### config.mk
export PLATFORM = sky130hd
export DESIGN_NAME = mbinit_stage_sequencer
export DESIGN_NICKNAME = d
export VERILOG_FILES = /design/src/rtl/mbinit_stage_sequencer.sv
export SDC_FILE = /design/constraint.sdc
export NUM_CORES = 1
export LEC_CHECK = 0
export ABC_AREA = 1
export CAP_MARGIN = 20
export CORE_ASPECT_RATIO = 1.25
export CORE_UTILIZATION = 59
export CTS_CLUSTER_SIZE = 24
export DETAILED_ROUTE_END_ITERATION = 8
export PLACE_DENSITY = 0.85
export SETUP_SLACK_MARGIN = 0.2
export SLEW_MARGIN = 20
export SYNTH_ARGS = -nofsm -noshare
export SYNTH_HDL_FRONTEND = slang
export SYNTH_SLANG_ARGS = --single-unit
### constraint.sdc
create_clock -name CLK -period 5.4 [get_ports CLK]
set_clock_uncertainty 0.15 [all_clocks]
set_input_delay 0.54 -clock CLK [delete_from_list [all_inputs] [get_ports CLK]]
set_output_delay 0.54 -clock CLK [all_outputs]
set_load 0.03 [all_outputs]
### src/rtl/mbinit_stage_sequencer.sv
// ============================================================================
//  Module   : mbinit_stage_sequencer
//  Purpose  : Runs the MBINIT sub-state modules one at a time in a fixed order,
//             with a per-stage timeout and a shared-sideband start gate.
//  Options  : MBINIT_STAGE_RETRY_EN - allow one retry of a failed stage.
//  Revision : 1.0 - initial release
// ============================================================================
`default_nettype none

module mbinit_stage_sequencer #(
    parameter int NUM_STAGES     = 6,
    parameter int TIMEOUT_CYCLES = 8000000,
    parameter int TIMER_W        = 24
) (
    input  logic                  CLK,
    input  logic                  rst,
    input  logic                  i_MBINIT_en,
    input  logic                  i_Busy_SideBand,
    input  logic [NUM_STAGES-1:0] i_stage_end,
    input  logic [NUM_STAGES-1:0] i_stage_error,
    output logic [NUM_STAGES-1:0] o_stage_en,
    output logic [2:0]            o_stage_idx,
    output logic                  o_MBINIT_done,
    output logic                  o_train_error_req,
    output logic                  o_timeout,
    output logic                  o_retried
);

    typedef enum logic [2:0] {
        ST_IDLE  = 3'd0,
        ST_START = 3'd1,
        ST_RUN   = 3'd2,
        ST_GAP   = 3'd3,
        ST_DONE  = 3'd4,
        ST_ERROR = 3'd5
    } state_t;

    localparam logic [TIMER_W-1:0]    c_TIMER_LAST = TIMER_W'(TIMEOUT_CYCLES - 1);
    localparam logic [2:0]            c_LAST_IDX   = 3'(NUM_STAGES - 1);
    localparam logic [NUM_STAGES-1:0] c_ONE        = NUM_STAGES'(1);

    state_t               r_state;
    state_t               w_state_n;
    logic [2:0]           r_idx;
    logic [2:0]           w_idx_n;
    logic [TIMER_W-1:0]   r_timer;
    logic [TIMER_W-1:0]   w_timer_n;
    logic                 r_gap_adv;
    logic                 w_gap_adv_n;
    logic                 r_timeout;
    logic                 w_timeout_n;
    logic                 w_take_retry;
    logic                 w_retry_avail;

    logic [NUM_STAGES-1:0] r_stage_en;
    logic                  r_done;
    logic                  r_err;

    // Stage inputs padded to the full index range so any idx selects a defined bit
    logic [7:0] w_end_vec;
    logic [7:0] w_err_vec;
    logic       w_end_sel;
    logic       w_err_sel;
    logic       w_timer_hit;

    assign w_end_vec   = 8'(i_stage_end);
    assign w_err_vec   = 8'(i_stage_error);
    assign w_end_sel   = w_end_vec[r_idx];
    assign w_err_sel   = w_err_vec[r_idx];
    assign w_timer_hit = (r_timer == c_TIMER_LAST);

`ifdef MBINIT_STAGE_RETRY_EN
    logic r_retried;

    assign w_retry_avail = ~r_retried;

    always_ff @(posedge CLK) begin
        if (rst || (w_state_n == ST_IDLE)) begin
            r_retried <= 1'b0;
        end else if (w_take_retry) begin
            r_retried <= 1'b1;
        end
    end

    assign o_retried = r_retried;
`else
    assign w_retry_avail = 1'b0;
    assign o_retried     = 1'b0;
`endif

    always_ff @(posedge CLK) begin
        if (rst) begin
            r_state   <= ST_IDLE;
            r_idx     <= 3'd0;
            r_timer   <= '0;
            r_gap_adv <= 1'b0;
            r_timeout <= 1'b0;
        end else begin
            r_state   <= w_state_n;
            r_idx     <= w_idx_n;
            r_timer   <= w_timer_n;
            r_gap_adv <= w_gap_adv_n;
            r_timeout <= w_timeout_n;
        end
    end

    always_comb begin
        w_state_n    = r_state;
        w_idx_n      = r_idx;
        w_timer_n    = r_timer;
        w_gap_adv_n  = r_gap_adv;
        w_timeout_n  = r_timeout;
        w_take_retry = 1'b0;

        if (!i_MBINIT_en) begin
            w_state_n   = ST_IDLE;
            w_idx_n     = 3'd0;
            w_timer_n   = '0;
            w_gap_adv_n = 1'b0;
            w_timeout_n = 1'b0;
        end else begin
            case (r_state)
                ST_IDLE: begin
                    w_idx_n     = 3'd0;
                    w_timer_n   = '0;
                    w_timeout_n = 1'b0;
                    w_state_n   = ST_START;
                end
                ST_START: begin
                    if (!i_Busy_SideBand) begin
                        w_state_n = ST_RUN;
                        w_timer_n = '0;
                    end
                end
                ST_RUN: begin
                    w_timer_n = r_timer + 1'b1;
                    if (w_err_sel || w_timer_hit) begin
                        if (w_retry_avail) begin
                            w_take_retry = 1'b1;
                            w_gap_adv_n  = 1'b0;
                            w_state_n    = ST_GAP;
                        end else begin
                            w_timeout_n = ~w_err_sel;
                            w_state_n   = ST_ERROR;
                        end
                    end else if (w_end_sel) begin
                        w_gap_adv_n = 1'b1;
                        w_state_n   = (r_idx == c_LAST_IDX) ? ST_DONE : ST_GAP;
                    end
                end
                // Enable is low for this one cycle; a retried stage keeps its idx
                ST_GAP: begin
                    if (r_gap_adv) begin
                        w_idx_n = r_idx + 3'd1;
                    end
                    w_state_n = ST_START;
                end
                ST_DONE:  w_state_n = ST_DONE;
                ST_ERROR: w_state_n = ST_ERROR;
                default: begin
                    w_state_n = ST_IDLE;
                    w_idx_n   = 3'd0;
                    w_timer_n = '0;
                end
            endcase
        end
    end

    // Outputs are decoded from the next state so they line up with r_state
    always_ff @(posedge CLK) begin
        if (rst) begin
            r_stage_en <= '0;
            r_done     <= 1'b0;
            r_err      <= 1'b0;
        end else begin
            r_stage_en <= (w_state_n == ST_RUN) ? (c_ONE << w_idx_n) : '0;
            r_done     <= (w_state_n == ST_DONE);
            r_err      <= (w_state_n == ST_ERROR);
        end
    end

    assign o_stage_en        = r_stage_en;
    assign o_stage_idx       = r_idx;
    assign o_MBINIT_done     = r_done;
    assign o_train_error_req = r_err;
    assign o_timeout         = r_timeout;

endmodule

`default_nettype wire
==> impl_results.md <==
- WS Path Type: in2reg
- Main synth FF type: dfxtp_1
- Xor-xnor portion of the synthesized cell area: 0.806%
- PwrDens: 226 nW/um^2
- Global route total overflow: 0
- Syn_nets: around 340
- # diodes: 0
- Max FO, Critical Path: 17
- # IOs: 29
- DRC Markers: 0
- Row Count: 24
- Hold Crit Class: reg2reg
- Avg Vias per Cell: approximately 5.5
- Unrepaired setup endpoints after global routing: false
- VDD IR max: 0.000300 V
- Reg clk slew, reported paths: approximately 0.08 ns
- CP top delay family: buffers and inverters
- Die height: 69.9 um
- Post-Synth Simple-Gate Area: 39.3%
- Max stage delay on crit path: 0.60 ns
- Clock Sinks: 40
- CP most frequent cell: inv_1
- Seq cells post-synth: 40
- Finish-stage setup viols: 0
- Vias in the first global route: roughly 2,000
- Post-route clock period utilization: between 40 and 50%
- Core Footprint: about 3500 sq um
- Setup TNS: 0 ns
- Slew at the pin closest to its max-slew limit: roughly 0.7 ns
- Syn avg cell area: a little under 7 sq um
- Met2 wire length: roughly 2600 um
- Area contributors post-synth: dfxtp_1, nand2_1, nor2_1
- Initial Util: around three fifths
- Iter 0 DRT Violations: 93
- Most frequent cells in the layout: nand2_1, nor2_1, dfxtp_1
- Status: completed
- Max Clk Rate: around 410 MHz
- Pre-CTS WS: 2.63 ns
- Gr usage total: 26.6%
- CTS Buf Count: 5
- CP endpoint kind: register
- Cell Chain, Critical Path: clkdlybuf4s50_1 > inv_1 > nor2_1 > inv_2 > a21oi_2 > inv_1 > a21oi_1 > o21a_1
- Combinational family with the most area after synthesis: simple AND/OR/NAND/NOR gates
- Die ar.: about 3900 sq um
- Syn Inst Count: between 300 and 400
- Routed WL: 4830 um
- Filler Cell Count: 294
- First-pass GRT wire length: just over 8000 um
- Root cell of the clock tree: clkbuf_8
- DR WL met3: roughly 140 um
- Area delta synth->final: 19.3%
- Antenna violations before repair: 0
- H-tree depth reported by CTS: 2
- Post-CTS Setup Repair Bufs: 0
- Yosys warning count: 0
- PostCTS Resize Cnt: 0
- Crit path buffers/inverters: 4
- Largest net degree at the start of global routing: 18
- DRT Pass-1 Iters: 4
- Top cell type's share of synthesized area: about 37%
- Adder-cell area share of the yosys netlist: approximately 1.7%
- CTS tree: yes
- Nature of the critical path startpoint: input pin
- WHS: 0.314 ns
- Post-synth top area cell: dfxtp_1
- Count of pins over their slew limit: 0
- Leak pwr: roughly 1.0 nW
- Layout cells sized above 1: 9.97%
- Fin crit period: between 2 and 2.5 ns
- Mux cell area share after synthesis: 0%
- Async SR Flop Fraction: 0%
- GP Congestion: just over 0.9
- Routed vias: between 2,000 and 2,500
- Clock Tree Buf Depth: 2
- Max-slew headroom: between 50% and 60%
- Most common cell after layout, fill and taps aside: nand2_1
- Synth cell types: 35
- Worst path arrival time: around 2.6 ns
- CP required: between 5 and 6 ns
- Routed wire per std cell: 12.4 um
- DR top layer: met4
- EDFF count, synth: 0
- I/O Buffers: 27
- Hold_buf cts: 0
- Slowest cell on crit path: clkdlybuf4s50_1
- NumNets Final: 369
- Max-Cap Viols: 0
- Worst-skew pair later-pin latency: around 0.30 ns
- Final worst slack: 2.95 ns
- ANT nets after route: 0
- Wl on met1: 1920 um
- Post-DP HPWL: about 3700 um
- Die width: roughly 56 um
- Compound-gate portion of the synthesized area: 12.8%
- Post-Syn Area: 2170 sq um
- Final Hold Fails: 0
- Register area share after synthesis: between 30 and 40%
-- metrics by stage --
stage	cells	instance area [sq um]	util [%]	total power [mW]
after floorplan	318	2170	-	0.325
after global placement	382	2480	70.5	0.340
after detailed placement	382	2480	70.5	0.340
after CTS	390	2590	73.8	0.591
after global routing	390	2590	73.8	0.606
final	390	2590	73.8	0.586
-- path summary, 6_finish.rpt --
check / startpoint / endpoint / slack (ns) / cells after the start
setup / recovery: i_MBINIT_en / r_timer[15] / 2.95 / 8
hold / removal: r_timer[23] / r_timer[23] / 0.31 / 1
setup reg to reg: r_timer[0] / o_stage_en[2] / 3.25 / 12
hold reg to reg: r_timer[23] / r_timer[23] / 0.31 / 1
-- cell type report --
class	instances	area, sq um	area share [%]
clock buffers	5	68.8	2.65
well taps	39	48.8	1.88
repair buffers	27	270	10.4
flip-flops and latches	40	801	30.9
inverters	44	168	6.46
clock inverters	3	46.3	1.78
multi-input cells	232	1190	45.9
-- where the power goes --
group	switching (mW)	internal, mW	total [mW]
clock network	0.114	0.139	0.253
registers	0.00141	0.296	0.297
logic	0.0191	0.0171	0.0362
total	0.134	0.452	0.586
-- kinds of logic after synthesis --
family / after synthesis
AO/OA/AOI/OAI: 49
XOR/XNOR: 2
adder cells (fa/ha/maj): 3
buffers and inverters: 46
flip-flops: 40
other: 1
AND/OR/NAND/NOR: 177
-- registers in the layout, indices dropped and copies added, names as in the netlist --
| signal | count |
|---|---|
| r_gap_adv | 1 |
| r_state | 3 |
| o_stage_en | 6 |
| o_train_error_req | 1 |
| o_timeout | 1 |
| r_timer | 24 |
| o_stage_idx | 3 |
| o_MBINIT_done | 1 |
-- cells in the mapped netlist, types with 2 or more instances --
cell type	n
buf_4	2
nand3_4	2
a21oi_1	23
nand2_1	64
nand2_2	6
a21oi_2	2
o21a_1	3
inv_2	5
inv_1	38
nor4_1	2
ha_1	3
o211ai_1	2
dfxtp_1	40
or2_1	2
nor3_1	8
nor2_4	3
nor2_2	3
nand3_1	23
nand4_1	11
o21ai_0	13
nor2_1	47
o21ai_1	3
-- metal layers --
layer / vias to the layer above / GRT usage [%]
met4: 0 / 16.0
met1: 993 / 27.1
li1: 1107 / -
met3: 15 / 4.07
met2: 44 / 49.7
met5: - / 0
Power figures use the tool's default switching activity.
